--- config.mk ---
export PLATFORM = sky130hd
export DESIGN_NAME = aha_clock_gate_ctrl
export DESIGN_NICKNAME = d
export VERILOG_FILES = /design/src/rtl/aha_clk_gate_pkg.sv /design/src/rtl/AhaClockGate.sv /design/src/rtl/aha_clock_gate_chan.sv /design/src/rtl/aha_clock_gate_ctrl.sv
export SDC_FILE = /design/constraint.sdc
export NUM_CORES = 1
export LEC_CHECK = 0
export CAP_MARGIN = 25
export CORE_MARGIN = 10
export CORE_UTILIZATION = 40
export CTS_CLUSTER_DIAMETER = 100
export CTS_CLUSTER_SIZE = 28
export DETAILED_ROUTE_END_ITERATION = 8
export MAX_ROUTING_LAYER = met4
export PLACE_DENSITY_LB_ADDON = 0.15
export RECOVER_POWER = 50
export REMOVE_ABC_BUFFERS = 1
export SETUP_SLACK_MARGIN = 0.4
export SLEW_MARGIN = 10
export SYNTH_ARGS = -nofsm -noshare
export SYNTH_HDL_FRONTEND = slang
export SYNTH_HIERARCHICAL = 1
export SYNTH_SLANG_ARGS = --single-unit
--- constraint.sdc ---
create_clock -name CLK -period 3.9 [get_ports CLK]
set_input_delay 0.585 -clock CLK [delete_from_list [all_inputs] [get_ports CLK]]
set_output_delay 0.585 -clock CLK [all_outputs]
set_load 0.02 [all_outputs]
--- src/rtl/aha_clk_gate_pkg.sv ---
// Shared definitions for the automatic clock-gating controller:
// the per-channel state encoding and default widths.
package aha_clk_gate_pkg;

  localparam int DEFAULT_NUM_CH = 4;
  localparam int DEFAULT_CNT_W  = 8;

  typedef enum logic [1:0] {
    ST_RUN      = 2'b00,
    ST_IDLE_CNT = 2'b01,
    ST_OFF      = 2'b10,
    ST_WAKE     = 2'b11
  } chan_state_e;

endpackage

--- src/rtl/AhaClockGate.sv ---
// Latch-based integrated clock gate: the enable is captured while CP is low,
// so the gated clock never produces a shortened pulse.
module AhaClockGate (
  input  logic CP,
  input  logic E,
  input  logic TE,
  output logic Q
);

  logic en_latch;

  always_latch begin
    if (!CP) en_latch = E | TE;
  end

  assign Q = CP & en_latch;

endmodule

--- src/rtl/aha_clock_gate_chan.sv ---
// One gated clock channel: idle hold-off FSM, registered enable/ready status
// and the ICG cell that produces the channel clock.
module aha_clock_gate_chan
  import aha_clk_gate_pkg::*;
#(
  parameter int CNT_W = DEFAULT_CNT_W
) (
  input  logic             clk,
  input  logic             rst_n,
  input  logic             te,
  input  logic             keep,
  input  logic [CNT_W-1:0] hold_cycles,
  output logic             clk_en,
  output logic             ready,
  output logic             gclk
);

  chan_state_e      state_q, state_d;
  logic [CNT_W-1:0] cnt_q, cnt_d;
  logic             clk_en_q, clk_en_d;
  logic             ready_q, ready_d;

  always_comb begin
    state_d = state_q;
    cnt_d   = cnt_q;
    case (state_q)
      ST_RUN: begin
        if (!keep) begin
          if (hold_cycles == '0) begin
            state_d = ST_OFF;
          end else begin
            state_d = ST_IDLE_CNT;
            cnt_d   = hold_cycles - CNT_W'(1);
          end
        end
      end
      // A keep request cancels the countdown even on its final cycle.
      ST_IDLE_CNT: begin
        if (keep) begin
          state_d = ST_RUN;
        end else if (cnt_q == '0) begin
          state_d = ST_OFF;
        end else begin
          cnt_d = cnt_q - CNT_W'(1);
        end
      end
      ST_OFF: begin
        if (keep) state_d = ST_WAKE;
      end
      ST_WAKE: begin
        state_d = ST_RUN;
      end
      default: begin
        state_d = ST_RUN;
      end
    endcase
    clk_en_d = (state_d != ST_OFF);
    ready_d  = (state_d == ST_RUN) || (state_d == ST_IDLE_CNT);
  end

  always_ff @(posedge clk or negedge rst_n) begin
    if (!rst_n) begin
      state_q  <= ST_RUN;
      cnt_q    <= '0;
      clk_en_q <= 1'b1;
      ready_q  <= 1'b1;
    end else begin
      state_q  <= state_d;
      cnt_q    <= cnt_d;
      clk_en_q <= clk_en_d;
      ready_q  <= ready_d;
    end
  end

  assign clk_en = clk_en_q;
  assign ready  = ready_q;

  AhaClockGate u_icg (
    .CP (clk),
    .E  (clk_en_q),
    .TE (te),
    .Q  (gclk)
  );

endmodule

--- src/rtl/aha_clock_gate_ctrl.sv ---
// Multi-channel automatic clock-gating controller: derives each channel's keep
// request, instantiates the channels and registers the all-channels-off flag.
module aha_clock_gate_ctrl
  import aha_clk_gate_pkg::*;
#(
  parameter int NUM_CH = DEFAULT_NUM_CH,
  parameter int CNT_W  = DEFAULT_CNT_W
) (
  input  logic              CLK,
  input  logic              RESETn,
  input  logic              TE,
  input  logic              GATE_EN,
  input  logic [CNT_W-1:0]  HOLD_CYCLES,
  input  logic [NUM_CH-1:0] ACTIVE,
  input  logic [NUM_CH-1:0] FORCE_ON,
  output logic [NUM_CH-1:0] GCLK,
  output logic [NUM_CH-1:0] CLK_EN,
  output logic [NUM_CH-1:0] READY,
  output logic              ALL_OFF
);

  logic [NUM_CH-1:0] keep;
  logic              all_off_q, all_off_d;

  assign keep = ACTIVE | FORCE_ON | {NUM_CH{~GATE_EN}};

  for (genvar i = 0; i < NUM_CH; i++) begin : g_chan
    aha_clock_gate_chan #(
      .CNT_W (CNT_W)
    ) u_chan (
      .clk         (CLK),
      .rst_n       (RESETn),
      .te          (TE),
      .keep        (keep[i]),
      .hold_cycles (HOLD_CYCLES),
      .clk_en      (CLK_EN[i]),
      .ready       (READY[i]),
      .gclk        (GCLK[i])
    );
  end

  // A channel's enable is low exactly when it sits in OFF.
  always_comb begin
    all_off_d = ~|CLK_EN;
  end

  always_ff @(posedge CLK or negedge RESETn) begin
    if (!RESETn) all_off_q <= 1'b0;
    else         all_off_q <= all_off_d;
  end

  assign ALL_OFF = all_off_q;

endmodule

==> results.tsv <==
metric	value	unit
DRC	0	
layout cell share with drive strength beyond 1	15.0	%
largest fanout on the critical path	1	
Die Ht	119	microns
worst skew pair latency	0.41	ns
unrepaired setup endpoints after global routing	true	
Die W	119	microns
Routed Antenna Nets	0	
critical path cell sequence	and2_4 > buf_6	
Ant. Diodes	0	
delay-heaviest family, CP	latches	
Crit. Startpoint	g_chan[0].u_chan/u_icg/en_latch	
hold crit path type	in2async	
initial core utilization	40.6	%
RD Place Congestion	0.884	
syn_area_per_cell	8.67	sq um
crit path setup slack, layout	0.303	ns
Area Overhead vs Synth	14.7	%
Syn Inst Count	454	
setup TNS	0	ns
DP Worst Slack	0.294	ns
gr usage total	15.7	%
Setup crit start kind	latch	
Lkg Pwr	1.69	nW
CTS tree	yes	
Setup Crit Path Kind	latch2out	
Synth Flop Type	dfrtp_1	
synth top area cells	dfrtp_1 (26%), nor2_1 (5.7%), dfstp_2 (5.3%), mux2i_1 (5.1%), nor3_1 (4.1%)	
slowest stage cell, crit path	dlxtn_2	
Crit. End Element	output port	
pwr/cell area	434	nW/um^2
Layout Nets	509	
failing checks	max-capacitance violations, max-slew violations	
Setup Viol. Count Final	0	
Yosys cell types	49	
Worst VDD drop	0.245	mV
r2r worst-path depth	7	
I/O Pins	33	
R2R setup slack	1.04	ns
Setup Buffers After CTS	0	
grt ovf	0	
Wirelength per Cell	17.5	microns
most frequent cell after synthesis	nor2_1	
top cell type's share of synthesized area	26.1	%
Final Max Slew Viols	29	
max-cap viol count	1	
DR iter-0 viols	251	
Yosys top cell by area	dfrtp_1	
hpwl dp	7.52	mm
First-pass DRT Iterations	5	
buffers and inverters on the worst path	1	
WP data required	3.31	ns
core region area	9680	sq um
Reg-to-Reg Start	g_chan[0].u_chan/state_q[0]	
Post-synth ARST share	92.5	%
total die area	14200	sq um
global-route wire length before repair	18.1	mm
number of fill cells	946	
r2r endpoint	g_chan[0].u_chan/cnt_q[6]	
final hold vios	0	
Post-synth top cells	nor2_1 (60), dfrtp_1 (41), nor3_1 (32)	
PortBufs	32	
outcome	complete, but fails checks	
worst slew pin tran	1.60	ns
routed wire length	10.8	mm
number of flops mapped to enable cells by yosys	0	
worst relative slew slack	-6.74	%
initial antenna violation count	0	
largest net degree at the start of global routing	29	
FP Rows	36	
Netlist Area Pre-Place	3940	sq um
via count	3663	
largest stage delay on the critical path	0.41	ns
worst hold slack	0.416	ns
Design Power	0.00196	W
Via density	5.92	
Worst Path Arrival	3.01	ns
Syn. warnings	6	
Synth Register Bits	53	
CTS clk-pin slew, worst paths	0.10	ns
clk_skew	0.0109	ns
vias in the first global route	3556	
## per-stage QoR
step	utilization [%]	std cells	instance area, sq um
5_1_grt	46.6	619	4510
6_report	46.6	619	4510
2_1_floorplan	-	434	3800
3_5_place_dp	44.8	607	4340
3_3_place_gp	44.8	607	4340
4_1_cts	46.6	619	4510
## layer usage
metal | wire length (microns) | GRT usage (%) | up-vias
met5 | 0 | - | -
met1 | 5150 | 20.8 | 1773
met2 | 5000 | 23.0 | 111
li1 | - | - | 1764
met4 | 130 | 5.50 | 0
met3 | 559 | 3.68 | 15
## worst max-delay path by stage
stage	depth (start not counted)	slack, ns	endpoint
global placement	2	0.31	GCLK[0]
global route	2	0.26	GCLK[0]
detailed placement	2	0.29	GCLK[0]
CTS	2	0.28	GCLK[0]
finish	2	0.30	GCLK[0]
floorplan	1	0.78	GCLK[0]
## timing repair
item                       in CTS  in global routing
hold buffers                    0                  0
setup endpoints to repair       8                  8
pin swaps                       1                  1
gates resized for setup        27                  2
## layout by cell type, fill, tap and decap left out, types with 9 or more instances in the layout
cell	synthesis	routed
nand2_1	28	28
o21ai_1	12	12
a21oi_1	20	20
dlygate4sd3_1	0	9
clkbuf_8	4	9
o21ai_0	28	28
nand3_1	12	12
nor2_1	60	60
nor3_1	32	32
o31ai_1	16	16
mux2i_1	20	20
dfrtp_1	41	41
clkdlybuf4s50_1	0	18
## state kept, by name, indices dropped and copies added, names as in the netlist
signal / flops
g_chan.u_chan/cnt_q: 32
g_chan.u_chan/state_q: 8
g_chan.u_chan/clk_en: 4
g_chan.u_chan/ready: 4
g_chan.u_chan/u_icg/en_latch: 4
ALL_OFF: 1
## cells by family (layout without fill, tap and decap cells)
group,Yosys count,in the layout,synth area share [%]
simple gates,209,209,30.2
compound gates,136,136,25.4
flops,49,49,31.4
buf+inv,28,60,4.20
mux,20,20,5.09
fa+ha+maj,4,4,1.27
xor+xnor,4,4,0.890
latches,4,4,1.53
## final cells by class
| type | instances | area [sq um] | area share (%) |
|---|---|---|---|
| Multi-Input combinational cell | 373 | 2480 | 55.0 |
| Sequential cell | 53 | 1300 | 28.7 |
| Timing Repair Buffer | 36 | 330 | 7.32 |
| Clock buffer | 14 | 173 | 3.82 |
| Tap cell | 133 | 166 | 3.69 |
| Clock inverter | 2 | 33.8 | 0.748 |
| Inverter | 8 | 30.0 | 0.665 |
## where the power goes
group | switching [W] | leakage, nW | internal (W)
clock | 0.000301 | 0.125 | 0.000411
sequential | 0.000145 | 0.628 | 0.000634
combinational | 0.000261 | 0.938 | 0.000209
Power figures use the tool's default switching activity.
